## src/rtl/tpu_pkg.sv

```systemverilog
// Shared TPU definitions: the packed instruction type, its field widths,
// the raw-bits-to-instruction conversion and default queue depths.
package tpu_pkg;

    localparam int unsigned INSTR_WIDTH       = 80;
    localparam int unsigned BUFFER_ADDR_WIDTH = 24;
    localparam int unsigned ACC_ADDR_WIDTH    = 16;
    localparam int unsigned LENGTH_WIDTH      = 32;
    localparam int unsigned OPCODE_WIDTH      = 8;

    localparam int unsigned INSTR_FIFO_DEPTH  = 32;

    // Field order matches the raw bit layout, most significant first.
    typedef struct packed {
        logic [BUFFER_ADDR_WIDTH-1:0] buffer_addr;  // [79:56]
        logic [ACC_ADDR_WIDTH-1:0]    acc_addr;     // [55:40]
        logic [LENGTH_WIDTH-1:0]      length;       // [39:8]
        logic [OPCODE_WIDTH-1:0]      opcode;       // [7:0]
    } instr_type;

    function automatic instr_type bits_to_instr(input logic [INSTR_WIDTH-1:0] bits);
        instr_type instr;
        instr.buffer_addr = bits[79:56];
        instr.acc_addr    = bits[55:40];
        instr.length      = bits[39:8];
        instr.opcode      = bits[7:0];
        return instr;
    endfunction

endpackage

```

## src/rtl/instr_fifo_sync_fifo.sv

```systemverilog
// Generic synchronous FIFO: storage array, wrapping pointers and occupancy.
// Ports:
//   clk, rst        clock, synchronous active-high reset
//   wr_req_i        request a push; accepted when not full or when popping
//   rd_req_i        request a pop; accepted when not empty
//   wdata_i         data to push
//   rdata_o         entry at the read pointer, forced to zero when empty
//   count_o         entries held (0..DEPTH)
//   full_o/empty_o  occupancy flags derived from the registered count
//   push_o/pop_o    accepted push / pop this cycle
module sync_fifo #(
    parameter int unsigned WIDTH = 80,
    parameter int unsigned DEPTH = 32
) (
    input  logic                     clk,
    input  logic                     rst,
    input  logic                     wr_req_i,
    input  logic                     rd_req_i,
    input  logic [WIDTH-1:0]         wdata_i,
    output logic [WIDTH-1:0]         rdata_o,
    output logic [$clog2(DEPTH):0]   count_o,
    output logic                     full_o,
    output logic                     empty_o,
    output logic                     push_o,
    output logic                     pop_o
);

    localparam int unsigned AW = $clog2(DEPTH);
    localparam int unsigned CW = AW + 1;
    localparam logic [CW-1:0] DEPTH_C = CW'(DEPTH);

    logic [WIDTH-1:0] mem_q [DEPTH];
    logic [AW-1:0]    wptr_q, wptr_d;
    logic [AW-1:0]    rptr_q, rptr_d;
    logic [CW-1:0]    count_q, count_d;

    assign full_o  = (count_q == DEPTH_C);
    assign empty_o = (count_q == '0);
    assign count_o = count_q;

    // A pop frees a slot in the same cycle, so a push into a full FIFO is
    // accepted when it coincides with a pop.
    assign pop_o  = rd_req_i & ~empty_o;
    assign push_o = wr_req_i & (~full_o | pop_o);

    // Storage is never reset; the output is gated so it is never X.
    assign rdata_o = empty_o ? '0 : mem_q[rptr_q];

    always_comb begin
        wptr_d  = wptr_q;
        rptr_d  = rptr_q;
        count_d = count_q;
        // DEPTH is a power of two, so pointer overflow wraps naturally.
        if (push_o) wptr_d = wptr_q + 1'b1;
        if (pop_o)  rptr_d = rptr_q + 1'b1;
        case ({push_o, pop_o})
            2'b10:   count_d = count_q + 1'b1;
            2'b01:   count_d = count_q - 1'b1;
            default: count_d = count_q;
        endcase
    end

    always_ff @(posedge clk) begin
        if (rst) begin
            wptr_q  <= '0;
            rptr_q  <= '0;
            count_q <= '0;
        end else begin
            wptr_q  <= wptr_d;
            rptr_q  <= rptr_d;
            count_q <= count_d;
        end
    end

    always_ff @(posedge clk) begin
        if (!rst && push_o) begin
            mem_q[wptr_q] <= wdata_i;
        end
    end

endmodule

```

## src/rtl/instr_fifo.sv

```systemverilog
// Instruction FIFO: assembles an 80-bit instruction from three writes
// (lower 32, middle 32, upper 16 bits; the upper write commits) and queues
// it for the consumer.
// Ports:
//   clk, rst                          clock, synchronous active-high reset
//   lower_word/lower_write_en         stage instruction bits [31:0]
//   middle_word/middle_write_en       stage instruction bits [63:32]
//   upper_word/upper_write_en         bits [79:64]; commits the instruction
//   instr_out/instr_valid/instr_ready head instruction handshake
//   full, empty, count                occupancy
//   overflow                          sticky: a commit was dropped while full
module instr_fifo
    import tpu_pkg::*;
#(
    parameter int unsigned FIFO_DEPTH = INSTR_FIFO_DEPTH
) (
    input  logic                         clk,
    input  logic                         rst,
    input  logic [31:0]                  lower_word,
    input  logic                         lower_write_en,
    input  logic [31:0]                  middle_word,
    input  logic                         middle_write_en,
    input  logic [15:0]                  upper_word,
    input  logic                         upper_write_en,
    output instr_type                    instr_out,
    output logic                         instr_valid,
    input  logic                         instr_ready,
    output logic                         full,
    output logic                         empty,
    output logic [$clog2(FIFO_DEPTH):0]  count,
    output logic                         overflow
);

    logic [31:0] lower_q, lower_d;
    logic [31:0] middle_q, middle_d;
    logic        overflow_q, overflow_d;

    logic [31:0]            lower_sel;
    logic [31:0]            middle_sel;
    instr_type              commit_instr;
    logic [INSTR_WIDTH-1:0] head_bits;
    logic                   push;
    logic                   pop;

    // Same-cycle writes bypass the staging registers so all three words
    // may arrive together.
    assign lower_sel    = lower_write_en  ? lower_word  : lower_q;
    assign middle_sel   = middle_write_en ? middle_word : middle_q;
    assign commit_instr = bits_to_instr({upper_word, middle_sel, lower_sel});

    sync_fifo #(
        .WIDTH (INSTR_WIDTH),
        .DEPTH (FIFO_DEPTH)
    ) u_fifo (
        .clk      (clk),
        .rst      (rst),
        .wr_req_i (upper_write_en),
        .rd_req_i (instr_ready),
        .wdata_i  (commit_instr),
        .rdata_o  (head_bits),
        .count_o  (count),
        .full_o   (full),
        .empty_o  (empty),
        .push_o   (push),
        .pop_o    (pop)
    );

    assign instr_out   = instr_type'(head_bits);
    assign instr_valid = ~empty;
    assign overflow    = overflow_q;

    always_comb begin
        lower_d    = lower_write_en  ? lower_word  : lower_q;
        middle_d   = middle_write_en ? middle_word : middle_q;
        // A commit that the FIFO refused can only mean full without a pop.
        overflow_d = overflow_q | (upper_write_en & ~push);
    end

    always_ff @(posedge clk) begin
        if (rst) begin
            lower_q    <= '0;
            middle_q   <= '0;
            overflow_q <= 1'b0;
        end else begin
            lower_q    <= lower_d;
            middle_q   <= middle_d;
            overflow_q <= overflow_d;
        end
    end

    // Only the accepted-pop strobe is unused at this level.
    logic unused_pop;
    assign unused_pop = pop;

endmodule

```

## config.mk

```make
export PLATFORM = sky130hd
export DESIGN_NAME = instr_fifo
export DESIGN_NICKNAME = d
export VERILOG_FILES = /design/src/rtl/tpu_pkg.sv /design/src/rtl/instr_fifo_sync_fifo.sv /design/src/rtl/instr_fifo.sv
export SDC_FILE = /design/constraint.sdc
export NUM_CORES = 2
export LEC_CHECK = 0
export ABC_AREA = 1
export CAP_MARGIN = 20
export CORE_MARGIN = 8
export CORE_UTILIZATION = 56
export CTS_CLUSTER_SIZE = 14
export DETAILED_ROUTE_END_ITERATION = 7
export GPL_ROUTABILITY_DRIVEN = 0
export HOLD_SLACK_MARGIN = 0.03
export PLACE_DENSITY_LB_ADDON = 0.3
export SLEW_MARGIN = 10
export SYNTH_ARGS = -nofsm -noshare
export SYNTH_HDL_FRONTEND = slang
export SYNTH_HIERARCHICAL = 1
export SYNTH_SLANG_ARGS = --single-unit
```

## constraint.sdc

```tcl
create_clock -name clk -period 7.54 [get_ports clk]
set_input_delay 0.754 -clock clk [delete_from_list [all_inputs] [get_ports clk]]
set_output_delay 0.754 -clock clk [all_outputs]
set_load 0.02 [all_outputs]
```

# Word level (Yosys, flattened, before mapping)
# Memories as Yosys holds them, arrays and structs flattened. A register that Yosys moved wholly into a read port is not among the register bits.
# Cells that the tools add are included.
# Widths: inputs -> output; s select.
# word_totals
elab_cells,34
register_bits,81
n_memories,1
mem_bits_rw,2560
inputBits,86
latch_bits,0
rom_bits,0
# memory_table
name,words,word_bits,read_ports,rd_clocked_by_memory_dff,wr,line_no,source
u_fifo.mem_q,32,80,1,1,1,instr_fifo_sync_fifo.sv:32,logic [WIDTH-1:0] mem_q [DEPTH];
# classes
n_shift,0
add_sub_neg,4
n_div,0
magnitude_cmp,0
mux,8
multipliers,0
n_bitwise,8
eq_ne,3
n_reduce_logical,4
# op_table
operator,n
$mux 80,1
$mux 32,2
$pmux 6 s2,1
$add 5x1->5 const B,2
$mux 5,2
$add 6x1->6 const B,1
$eq 6x6->1 const B,1
$logic_not 6->1,1
$sub 6x1->6 const B,1
$and 1x1->1,3
$not 1->1,3
$eq 2x1->1 const B,1
$eq 2x2->1 const B,1
$mux 1,2
$or 1x1->1,2
$reduce_bool 2->1,1
$logic_and 1x1->1,1
$logic_not 1->1,1

# Longest topological paths before layout
# logic_depth
word_depth,8
mapped_depth,15
mapped_depth_nobuf,15

# Cells and area by module
# The synthesis kept the hierarchy.
# modules_own_cells
mod,cells_per_inst,area_each_um2,seq_area_each_um2,n_inst
sync_fifo,8815,104024.8,77294.1,1
instr_fifo,349,2663.8,1301.2,1

# Worst setup path before layout
# OpenSTA, ideal clock, no wires.
# synth_path
kind,reg2reg
from,"reg u_fifo.count_q[0], in the netlist u_fifo/count_o[0]"
to,mem u_fifo.mem_q[31][0] (enable)
stages_incl_launch_ff,9
n_path_buf,0
t_arrival_ns,6.607
setup_ns,0.618
synth_period_minus_slack_ns,7.224
setup_slack_ns,0.316
path_cell_list,dfxtp_1 nor2_1 nand3_1 inv_1 nand2_1 nand2_1 inv_1 nand2_1 nor3_1
# synth_via
elab_cells_between_ends,10
classes_between,1 x eq/ne; 2 x mux; 5 x bitwise; 2 x reduce/logical
# synth_lines
element,line_no,source
"start, declared",instr_fifo_sync_fifo.sv:35,"logic [CW-1:0] count_q, count_d;"
"start signal, assigned",instr_fifo_sync_fifo.sv:71,count_q <= count_d;
$eq 6x6->1,instr_fifo_sync_fifo.sv:37,assign full_o = (count_q == DEPTH_C);
net full,instr_fifo.sv:28,"output logic full,"
$not 1->1,instr_fifo_sync_fifo.sv:44,assign push_o = wr_req_i & (~full_o | pop_o);
$or 1x1->1,instr_fifo_sync_fifo.sv:44,
$and 1x1->1,instr_fifo_sync_fifo.sv:44,
net push,instr_fifo.sv:42,logic push;
$logic_and 1x1->1,instr_fifo_sync_fifo.sv:76,if (!rst && push_o) begin
$mux 1,instr_fifo_sync_fifo.sv:76,
$mux 1 (implied by the code),instr_fifo_sync_fifo.sv:77,mem_q[wptr_q] <= wdata_i;
"end, declared",instr_fifo_sync_fifo.sv:32,
# The timed path passes the listed nets, and every way through them passes these cells.

==> impl_results.md <==
- Status: completed
- DRT iter0 DRCs: 9577
- Worst stage delay on the critical path: 0.89 ns
- Max-cap violations: 0
- Critical path's slowest cell: buf_4
- Slew Limit Fails: 0
- Initial antenna violation count: 6
- Final Hold Vio Count: 0
- Most common cell after layout, fill and taps aside: nand2_1
- Sw frac: 0.290
- Critical path depth: 11
- GR Layer Usage met3: 0.0491
- Hold Crit Class: input port to register
- Mapped Area: 107000 µm²
- Syn Nets: 9260
- Crit path top cell by count: nand2_1
- Drt first pass iters: 8
- Sink Count: 2646
- Rel. slew slack: 0.0944
- Clock share of power: 0.355
- Post-DRT Antenna Nets: 0
- Fmax: 170 MHz
- Clock transition at the registers of the reported paths: 0.06 ns
- Number of post-CTS setup repair buffers: 0
- Tightest Pin Transition: 1.36 ns
- Grt met1 use: 0.370
- CP endpoint kind: primary output
- Cts-stage hold buffer count: 0
- Via-per-instance ratio: 6.02
- Final period utilization: 0.779
- Crit start category: register
- Die H: 452 µm
- Die ar.: 205000 µm²
- Final std cells w/o fill: 11900
- Worst reg2reg startpoint: u_fifo/count_o[0]
- Max H-tree Level: 5
- XOR/XNOR share of the synthesized area: 0.000246
- DRC: 0
- Worst clock skew: 0.0547 ns
- Half-perimeter wire length after placement: 131000 µm
- Net Switching: 0.0107 W
- Hold Path End: lower_q[27]
- Total Nets Final: 9259
- R2R Path End: u_fifo/mem_q[12][52]
- Critical path fanouts, max: 96
- Commonest non-fill, non-tap cells in the layout: nand2_1 (3548), edfxtp_1 (2560), nand3_1 (2020)
- Worst Path Required: 6.79 ns
- Initial Utilization: 0.562
- Post_cts resized: 0
- Vias in the first global route: 68000
- Port buffer count: 175
- # rows: 160
- First-pass GRT wire length: 426000 µm
- Cells after Synth: 9164
- Comb pwr share: 0.200
- CTS Buf Count: 280
- Int Pwr: 0.0262 W
- Largest family of logic cells by synthesized area: simple AND/OR/NAND/NOR gates
- Pwr per Cell Area: 310 nW/µm²
- Top Family by Delay on Critical Path: buffers and inverters
- Count of unique library cells instantiated by Yosys: 27
- Via count: 71500
- Hold Path Stages: 2
- Sequential share of the synthesized area: 0.737
- Area delta synth->final: 11.6%
- R2r worst-path depth: 9
- Fin crit period: 5.87 ns
- Flops & latches, synth: 2646
- Largest net degree at the start of global routing: 254
- DRT Wirelength: 289000 µm
- Share of post-route cells with drive strength above 1: 0.0604
- Global route overflow: 0
- Complex-gate fraction of the synthesized area: 0.00515
- Reg2reg setup slack: 3.21 ns
- Core Util, Final: 0.627
- Worst skew pair latency: 0.91 ns
- Yosys warning count: 6
- Setup TNS: 0 ns
- WP data arrival: 5.12 ns
- Met2 Use GR: 0.446
- WS Path Type: register to primary output
- I/O Pins: 176
- Worst min-delay path startpoint: rst
- Syn Area/Cell: 11.6 µm²
- Worst path cell trace: buf_4 > buf_4 > nand2_1 > nand3_1 > nand3_1 > nand2_1 > nand2_1 > nand2_1 > nor2_1 > nor2_1 > clkdlybuf4s50_1
- Number of fill cells: 14100
- Post-synthesis mux area share: 0
- WP buf/inv: 3
- Root Driver: clkbuf_16
- Worst IR drop on VDD: 0.000340 V
- Part of the power in registers: 0.445
- Unrepaired setup endpoints after global routing: no
- GRT Overall Usage: 0.274
- Pleak: 43.2 nW
- Top Usage Layer GRT: met2
- Simple-gate share of the synthesized area: 0.228
- # setup viols final: 0
- Max Root-Sink Buffers: 4
- Die Wd: 452 µm
- CTS tree: done
- Core Box Area: 190000 µm²
- Placed Instances: 11400
- WL/cell: 24.3 µm
- Adder-Cell Fraction of Synth Area: 0.00124
## final cells by class
| type | instances | area (µm²) | area share |
|---|---|---|---|
| Multi-Input combinational cell | 5906 | 25300 | 0.212 |
| Sequential cell | 2646 | 78600 | 0.660 |
| Inverter | 31 | 156 | 0.00131 |
| Antenna cell | 3 | 7.51 | 0.0000631 |
| Clock buffer | 360 | 7560 | 0.0635 |
| Clock inverter | 118 | 1040 | 0.00875 |
| Tap cell | 2511 | 3140 | 0.0264 |
| Timing Repair Buffer | 298 | 3230 | 0.0272 |
## logic make-up (layout without fill, tap and decap cells)
logic type / count (synthesis) / in the layout
flip-flops: 2646 / 2646
buffers and inverters: 612 / 807
adder cells (fa/ha/maj): 10 / 10
other: 0 / 3
XOR/XNOR: 3 / 3
AO/OA/AOI/OAI: 100 / 100
AND/OR/NAND/NOR: 5793 / 5793
## sequential cells by signal, summed over array words and instances, names as in the netlist, named ones only
register	cells
lower_q	32
middle_q	32
overflow	1
u_fifo/count_o	6
u_fifo/mem_q	2560
u_fifo/rptr_q	5
u_fifo/wptr_q	5
## worst max path at each step
stage / endpoint / slack [ns]
after CTS: instr_out[46] / 1.68
final: instr_out[46] / 1.67
after floorplan: u_fifo/mem_q[31][0] / 0.32
after global routing: instr_out[62] / 1.46
after detailed placement: instr_out[46] / 2.69
after global placement: instr_out[41] / 2.66
## routing by layer
layer / vias up / share of wire / wire, µm
met5: - / 0.000083 / 24
met4: 4 / 0.042 / 12200
met3: 754 / 0.11 / 32200
met2: 4412 / 0.47 / 137000
met1: 34400 / 0.37 / 108000
li1: 31900 / - / -
## power groups by stage
stage	Sequential, W	Combinational (W)	Clock (W)
finish	0.0164	0.00737	0.0131
global route	0.0164	0.00806	0.0138
CTS	0.0164	0.00728	0.0132
detailed placement	0.0167	0.00724	0
global placement	0.0167	0.00710	0
floorplan	0.0166	0.00500	0
## stage by stage
step | instance area [µm²] | power (W) | hold slack, ns | setup WS [ns]
after floorplan | 107000 | 0.0216 | 0.444 | 0.316
after global placement | 110000 | 0.0238 | 0.445 | 2.66
after detailed placement | 110000 | 0.0239 | 0.440 | 2.69
after CTS | 119000 | 0.0369 | 0.274 | 1.68
after global routing | 119000 | 0.0382 | 0.302 | 1.46
final | 119000 | 0.0369 | 0.321 | 1.67
## Yosys cell counts (all sizes together)
library cell     n  area (µm²)
nand2         3561       13400
edfxtp        2560       76900
nand3         2021       10100
buf            445        2430
nor2           204         766
clkbuf         136         510
dfxtp           86        1720
a21oi           85         474
inv             31         126
o21ai           15        75.1
ha               9         113
nor3             4        20.0
xor2             2        17.5
fa               1        20.0
nand3b           1        7.51
nand4            1        6.26
nor3b            1        7.51
xnor2            1        8.76
No activity file was read; power rests on OpenSTA's default activity.
